$ cat src/rtl/tiny8_types.sv
// Shared tiny8 types: datapath words, addresses and the memory-bridge state.
package tiny8_types;

   localparam int TINY8_ADDR_W = 8;
   localparam int TINY8_DATA_W = 8;

   typedef logic [TINY8_DATA_W-1:0] tiny8_word;
   typedef logic [TINY8_ADDR_W-1:0] tiny8_addr;

   typedef enum logic [1:0] {
      MB_IDLE,
      MB_PMEM,
      MB_RESP,
      MB_HIT
   } mem_bridge_state;

endpackage

$ cat src/rtl/mem_line_buf.sv
// One-entry read buffer: remembers the last address/data seen by the bridge.
module mem_line_buf
   import tiny8_types::*;
#(
   parameter int ADDR_W = 8,
   parameter int DATA_W = 8,
   parameter int BUF_EN = 1
) (
   input  logic              clk,
   input  logic              clear,
   input  logic              load,
   input  logic [ADDR_W-1:0] addr,
   input  logic [DATA_W-1:0] data,
   input  logic [ADDR_W-1:0] look_addr,
   output logic              hit,
   output logic [DATA_W-1:0] hit_data
);

   logic              valid;
   logic [ADDR_W-1:0] tag;
   logic [DATA_W-1:0] word;

   // With the buffer disabled the entry never becomes valid, so no hit.
   always_ff @(posedge clk) begin
      if (clear) begin
         valid <= 1'b0;
         tag   <= '0;
         word  <= '0;
      end else if (load) begin
         valid <= (BUF_EN != 0);
         tag   <= addr;
         word  <= data;
      end
   end

   assign hit      = valid && (tag == look_addr);
   assign hit_data = word;

endmodule

$ cat src/rtl/mem_bridge.sv
// CPU-to-physical memory bridge: one request at a time, one-entry read buffer.
module mem_bridge
   import tiny8_types::*;
#(
   parameter int ADDR_W = 8,
   parameter int DATA_W = 8,
   parameter int BUF_EN = 1
) (
   input  logic              clk,
   input  logic              rst,
   input  logic              mem_read,
   input  logic              mem_write,
   input  logic [ADDR_W-1:0] mem_address,
   input  logic [DATA_W-1:0] mem_wdata,
   output logic              mem_resp,
   output logic [DATA_W-1:0] mem_rdata,
   output logic              pmem_read,
   output logic              pmem_write,
   output logic [ADDR_W-1:0] pmem_address,
   output logic [DATA_W-1:0] pmem_wdata,
   input  logic              pmem_resp,
   input  logic [DATA_W-1:0] pmem_rdata
);

   mem_bridge_state   state;
   logic [ADDR_W-1:0] addr_q;
   logic [DATA_W-1:0] wdata_q;
   logic              wr_q;
   logic              buf_hit;
   logic              buf_load;
   logic [DATA_W-1:0] buf_data;
   logic [DATA_W-1:0] buf_din;

   // Write-allocate: a completed write also refreshes the buffer.
   assign buf_load = (state == MB_PMEM) && pmem_resp;
   assign buf_din  = wr_q ? wdata_q : pmem_rdata;

   mem_line_buf #(
      .ADDR_W (ADDR_W),
      .DATA_W (DATA_W),
      .BUF_EN (BUF_EN)
   ) u_buf (
      .clk       (clk),
      .clear     (rst),
      .load      (buf_load),
      .addr      (addr_q),
      .data      (buf_din),
      .look_addr (mem_address),
      .hit       (buf_hit),
      .hit_data  (buf_data)
   );

   always_ff @(posedge clk) begin
      if (rst) begin
         state     <= MB_IDLE;
         addr_q    <= '0;
         wdata_q   <= '0;
         wr_q      <= 1'b0;
         mem_rdata <= '0;
      end else begin
         unique case (state)
            MB_IDLE: begin
               if (mem_read || mem_write) begin
                  addr_q  <= mem_address;
                  wdata_q <= mem_wdata;
                  wr_q    <= mem_write;
                  if (!mem_write && buf_hit) begin
                     state     <= MB_HIT;
                     mem_rdata <= buf_data;
                  end else begin
                     state <= MB_PMEM;
                  end
               end
            end
            MB_PMEM: begin
               if (pmem_resp) begin
                  state <= MB_RESP;
                  if (!wr_q) mem_rdata <= pmem_rdata;
               end
            end
            MB_RESP, MB_HIT: state <= MB_IDLE;
            default:         state <= MB_IDLE;
         endcase
      end
   end

   assign mem_resp     = (state == MB_RESP) || (state == MB_HIT);
   assign pmem_read    = (state == MB_PMEM) && !wr_q;
   assign pmem_write   = (state == MB_PMEM) && wr_q;
   assign pmem_address = addr_q;
   assign pmem_wdata   = wdata_q;

endmodule

$ cat config.mk
export PLATFORM = sky130hd
export DESIGN_NAME = mem_bridge
export DESIGN_NICKNAME = d
export VERILOG_FILES = /design/src/rtl/tiny8_types.sv /design/src/rtl/mem_line_buf.sv /design/src/rtl/mem_bridge.sv
export SDC_FILE = /design/constraint.sdc
export NUM_CORES = 1
export LEC_CHECK = 0
export ABC_AREA = 1
export CELL_PAD_IN_SITES_DETAIL_PLACEMENT = 0
export CELL_PAD_IN_SITES_GLOBAL_PLACEMENT = 2
export CORE_MARGIN = 2
export CORE_UTILIZATION = 29
export CTS_BUF_LIST = sky130_fd_sc_hd__clkbuf_8
export DETAILED_ROUTE_END_ITERATION = 8
export GPL_ROUTABILITY_DRIVEN = 0
export MAX_ROUTING_LAYER = met4
export PLACE_DENSITY = 0.89
export SLEW_MARGIN = 20
export SYNTH_ARGS = -nofsm -noshare
export SYNTH_HDL_FRONTEND = slang
export SYNTH_HIERARCHICAL = 1
export SYNTH_SLANG_ARGS = --single-unit
$ cat constraint.sdc
create_clock -name clk -period 2.2 [get_ports clk]
set_clock_uncertainty 0.05 [all_clocks]
set_input_delay 0.66 -clock clk [delete_from_list [all_inputs] [get_ports clk]]
set_output_delay 0.66 -clock clk [all_outputs]
set_load 0.1 [all_outputs]
==> flow_summary_export.csv <==
group,metric,value,unit
status,outcome,"complete, no violations",
timing,drv_slew,0,
layout,nets,383,
placement,io_buffers,55,
clocking,cts_buffer_depth,2,
timing,rsz0062_at_grt,"false",
floorplanning,initial_core_util,29.8,%
global_route,track_usage,13.7,%
yosys,synth-async-reset-ratio,0,%
clocking,clk_latency,300,ps
layout,finalNonFillerCells,454,
layout,final_cell_mix,"nand2_1, dfxtp_1, inv_1",
layout,filler_cell_count,748,
drt,vias,1958,
timing,fmax,476,MHz
drt,viasPerCell,4.31,
yosys,synthCells,296,
layout,drive_gt1_share,22.3,%
floorplanning,rows,31,
layout,final_common_cell,"nand2_1",
yosys,syn_nets,325,
floorplanning,core,7210,sq um
timing,hold_viol_final,0,
job,max-cap-violations,0,
global_route,antenna_found_initial,0,
global_route,grt_pass1_vias,1873,
timing,slew_headroom,72.4,%
floorplanning,num_io_pins,56,
yosys,synth_cell_types,26,
drt,wirelength,5260,um
drt,drtIter0Drc,40,
yosys,seq_area_frac_synth,41.0,%
floorplanning,die_area,8110,sq um
yosys,ys.flop_type,"dfxtp_1",
critical_path,worstSetupPathType,"register to primary output",
floorplanning,die_h,90.0,um
clocking,root_buffer,"clkbuf_8",
global_route,overflow,0,
layout,n_antenna_cell,0,
yosys,synth.avg_cell_area,7.25,sq um
yosys,synth_warnings,6,
min_path,hold_class,"register to register",
critical_path,crit_path_end_kind,"primary output",
power,p_per_area,791,nW/um^2
yosys,ys_ff_latch,44,
drt,drc,0,
yosys,syn_area,2150,sq um
yosys,synth-edff-count,0,
power,power.leakage,0.00132,uW
drt,first_pass_iters,4,
clocking,cts_num_sinks,44,
power,peakVddDrop,0.274,mV
placement,dp_hpwl,3720,um
placement,dpl.cell_count,440,
critical_path,cp.required,1490,ps
timing,worstMarginPinSlew,414,ps
timing,period_share,95.4,%
critical_path,critical_path_arrival,1390,ps
layout,syn_to_final_growth,48.7,%
timing,period_minus_slack,2100,ps
global_route,grt_max_degree,30,
floorplanning,dieWidth,90.0,um
drt,ant_nets,0,
timing,whs,412,ps
clocking,htree_levels,2,
clocking,cts.clk_slew.worst_paths,80,ps
critical_path,cp_max_fo,11,
critical_path,critPathLaunchType,"register",
clocking,tritoncts,"built",
clocking,ctsHoldBuffers,0,
drt,wire_per_inst,11.6,um
global_route,grt_pass1_wl,8820,um
timing,setup_viol,0,
clocking,cts_buffers,5,
==> flip-flops by register name, summed over array words and instances (netlist names) <==
name / flops
mem_rdata: 8
pmem_address: 8
pmem_wdata: 8
state: 2
u_buf/hit_data: 8
u_buf/tag: 8
u_buf/valid: 1
wr_q: 1
==> power by group <==
part	switching, uW	internal, uW	total [uW]
registers	79.0	871	950
clock network	271	247	518
logic	666	391	1060
total	1020	1510	2520
==> Yosys cell counts (4+ instances only) <==
master     n  area [sq um]
a21oi_2    8          70.1
a21oi_1   31           155
nor2_1    20          75.1
nand2_2    5          31.3
inv_2      4          15.0
nand3_1   17          85.1
nand2_1   70           263
o21ai_0    5          25.0
inv_1     39           146
o21ai_1   19          95.1
a211oi_2   4          50.1
dfxtp_1   44           881
buf_2      6          30.0
==> path summary, 6_finish.rpt <==
path	slack, ps	from	cells after the start	endpoint
worst min-delay path	410	u_buf/valid$_SDFFE_PP0P_	2	u_buf/valid$_SDFFE_PP0P_
worst max-delay path	100	state[0]$_SDFFE_PP0P_	3	pmem_write
worst max register to register	580	state[1]$_SDFFE_PP0P_	6	u_buf/tag[1]$_SDFFE_PP0P_
worst min register to register	410	u_buf/valid$_SDFFE_PP0P_	2	u_buf/valid$_SDFFE_PP0P_
==> layer usage <==
layer	up-vias	share of wire [%]	GRT usage, %
li1	1052	-	-
met1	856	47	17.2
met2	44	46	21.9
met3	6	5.0	2.93
met4	0	1.5	4.62
met5	-	0	-
==> cell families (layout without fill, tap and decap cells) <==
logic type | count (synthesis) | in the layout | synth area share, %
xor+xnor | 2 | 2 | 0.816
buf+inv | 60 | 118 | 13.7
compound gates | 69 | 69 | 19.2
flops | 44 | 44 | 41.0
simple gates | 121 | 122 | 25.3
==> critical path, cell delays in order (launching register included) <==
cell and delay, ps:
dfxtp_1 560, nand2_4 200, nor2_4 150, buf_12 180
==> area by class of cell <==
type                            count  area (sq um)  area share [%]
Sequential cell                    44           881            27.6
Tap cell                           99           124            3.88
Timing Repair Buffer               67           923            28.9
Multi-Input combinational cell    193          1010            31.6
Inverter                           43           164            5.14
Clock buffer                        6          82.6            2.59
Clock inverter                      2          7.51           0.235
==> through the flow <==
| stage | total power [uW] | TNS, ps | utilization, % | instance area, sq um | setup WS (ps) |
|---|---|---|---|---|---|
| after floorplan | 1640 | 0 | - | 2150 | 277 |
| after global placement | 2000 | -1510 | 42.0 | 3030 | -191 |
| after detailed placement | 2010 | -1710 | 42.0 | 3030 | -228 |
| after CTS | 2540 | 0 | 43.3 | 3120 | 45.4 |
| after global routing | 2650 | 0 | 44.2 | 3190 | 6.95 |
| final | 2520 | 0 | 44.2 | 3190 | 101 |
==> what timing repair did <==
| item | CTS | global route |
|---|---|---|
| resized for setup | 0 | 4 |
| setup buffers | 0 | 5 |
| endpoints found under the setup margin | 0 | 8 |
Note: power is estimated with default switching activity, not from simulation.
==> RTL edit, RTL diff (same settings) <==
The 4 states of `mem_bridge_state` get a one-hot encoding in 4 bits.
--- a/src/rtl/tiny8_types.sv
+++ b/src/rtl/tiny8_types.sv
@@ -7,11 +7,11 @@
    typedef logic [TINY8_DATA_W-1:0] tiny8_word;
    typedef logic [TINY8_ADDR_W-1:0] tiny8_addr;
 
-   typedef enum logic [1:0] {
-      MB_IDLE,
-      MB_PMEM,
-      MB_RESP,
-      MB_HIT
+   typedef enum logic [3:0] {
+      MB_IDLE = 4'b0001,
+      MB_PMEM = 4'b0010,
+      MB_RESP = 4'b0100,
+      MB_HIT  = 4'b1000
    } mem_bridge_state;
 
 endpackage
Check against the original RTL: same outputs for any inputs over 10 cycles, from zero or initial values and one cycle with rst high; not proved beyond that.
==> RTL edit against the original RTL <==
  * Non-clock buffer count fell by 1
  * Via count increased by 5.4%
  * Worst setup slack gained 10 ps
  * Routed wire length rose by 8.3%
  * Design area rose by 4.6%
  * Sequential cell count grew 2
  * Power increased by 16%
  * Synthesized area increased by 3.0%
  * Critical path type is now in2reg
  * Highest routed layer unchanged
==> RTL edit: results (changes against the original RTL) <==
Synthesis
  • Post-synth top cells: nand2_1 (78), dfxtp_1 (46), nor2_1 (46), inv_1 (33), a21oi_1 (23)
  • Syn Inst Count: 312 (+5.4%)
  • Synthesized-area fraction occupied by adder cells: 0% (unchanged)
  • Syn Nets: 341 (+4.9%)
  • Compound-Gate Fraction of Synth Area: 12.9% (-6.3 points)
  • Yosys cell types: 23 (-12%)
  • Seq/Total Area, Yosys: 41.6% (+0.60 points)
  • Synth area leaders: dfxtp_1 (42%), nand2_1 (13%), nor2_1 (7.8%), inv_1 (5.6%), a21oi_1 (5.2%)
  • Post-Synth XOR/XNOR Area: 0.792% (-0.024 points)
  • Yosys warns: 6 (unchanged)
  • Ys async rst share: 0% (unchanged)
  • Count leader, synth: nand2_1
  • Synth Flop Type: dfxtp_1
  • Mux cell area share after synthesis: 0% (unchanged)
  • Largest family of logic cells by synthesized area: simple AND/OR/NAND/NOR gates

Clocking
  • Worst-Skew Late Latency: 300 ps (about the same)
  • Max clock buf depth: 2 (unchanged)
  • Clock transition at path regs: 80 ps (about the same)
  • CTS buffer count: 5 (unchanged)
  • CTS root buf: clkbuf_8
  • H-tree Lvls: 2 (unchanged)

Global routing
  • Vias in the first global route: 2,034 (+8.6%)
  • First-pass GRT wire length: 9650 um (+9.4%)
  • All-Layer GR Usage: 14.7% (+1.0 points)
  • Largest net degree at the start of global routing: 23 (-23%)
  • Initial antenna violation count: 0 (unchanged)

Power and ir drop
  • Worst vdd ir: 353 uV (+29%)
  • P_leak: 1.45 nW (+9.2%)

Final layout
  • N_diodes: 0 (unchanged)
  • Post-Layout Cell Count: 471 (+3.7%)
  • Final nets: 400 (+4.4%)
  • Layout fillers: 727 (-2.8%)
  • Layout cells sized above 1: 21.2% (-1.0 points)

Worst setup path
  • Critical Path Fanout Max: 8 (-3)
  • Crit Reg-Reg Startpoint: u_buf/tag[2]
  • Critical Path Source: mem_address[7]
  • Critical path arrival: 2240 ps (+850 ps)

Routing
  • DR iter-0 viols: 107 (+170%)
  • Pre-Repair DR Iteration Count: 4 (unchanged)
  • Vias/cell: 4.38 (+1.6%)
  • Final WL: 5700 um (+8.3%)

Min path
  • Hold crit path type: reg2reg
  • Min-delay src: u_buf/valid

Place
  • Port Buffer Count: 55 (unchanged)
  • Dpl cells: 462 (+5.0%)
  • Post-Place Worst Slack: -350 ps (-122 ps)
  • Final HPWL DP: 3990 um (+7.3%)

Timing
  • Slew @ Worst Pin: 450 ps (+36.7 ps)
  • Fin. Hold Viols: 0 (unchanged)

Outcome
  • Outcome: completed
==> RTL edit: report_power, final <==
part / switching [mW] / internal, mW
registers: 0.0969 / 0.921
clock network: 0.290 / 0.318
logic: 0.846 / 0.463
==> RTL edit: per-layer routing <==
layer	vias to the layer above	track usage, %	wire length (um)
met3	5	3.32	236
met5	-	-	0
li1	1090	-	-
met4	0	5.05	67
met2	41	22.2	2590
met1	927	19.4	2810
==> RTL edit: cells by family after synthesis <==
| family | count (synthesis) |
|---|---|
| AOI/OAI and AO/OA | 51 |
| and+or+nand+nor | 161 |
| DFF | 46 |
| xor gates and xnor gates | 2 |
| buffers and inverters | 52 |
==> RTL edit: final timing paths <==
kind	endpoint	slack, ps	cells after the start
setup reg to reg	mem_rdata[6]	490	13
hold reg to reg	u_buf/valid	410	2
setup / recovery	mem_rdata[6]	110	11
hold / removal	u_buf/valid	410	2
==> RTL edit: timing repair <==
action                                  CTS  global route
setup buffers                             0             1
gates resized for setup                   3            12
pin swaps                                 1             7
endpoints found under the setup margin    2             8
hold buffers                              0             0
==> RTL edit: cell type report <==
cell class	count	area share, %
Inverter	38	4.35
Timing Repair Buffer	66	28.3
Multi-Input combinational cell	214	32.8
Tap cell	99	3.71
Clock buffer	8	3.30
Sequential cell	46	27.6
==> RTL edit: per-stage QoR <==
step / total power [mW] / utilization [%] / cell area [um2] / TNS (ps)
after floorplan: 1.85 / - / 2230 / 0
after global placement: 2.32 / 43.1 / 3160 / -2330
after detailed placement: 2.33 / 43.1 / 3160 / -2530
after CTS: 2.95 / 44.8 / 3290 / 0
after global routing: 3.08 / 45.5 / 3340 / 0
final: 2.93 / 45.5 / 3340 / 0
==> RTL edit: critical path, cell delays in order <==
cell             delay (ps)
clkdlybuf4s50_1         510
xnor2_1                 140
nand3_1                  80
nor2_1                  120
nand2_1                 100
nand3_2                 110
inv_1                    70
nor2_4                  220
nand3_1                 120
nand2_1                  80
nor2_1                   30
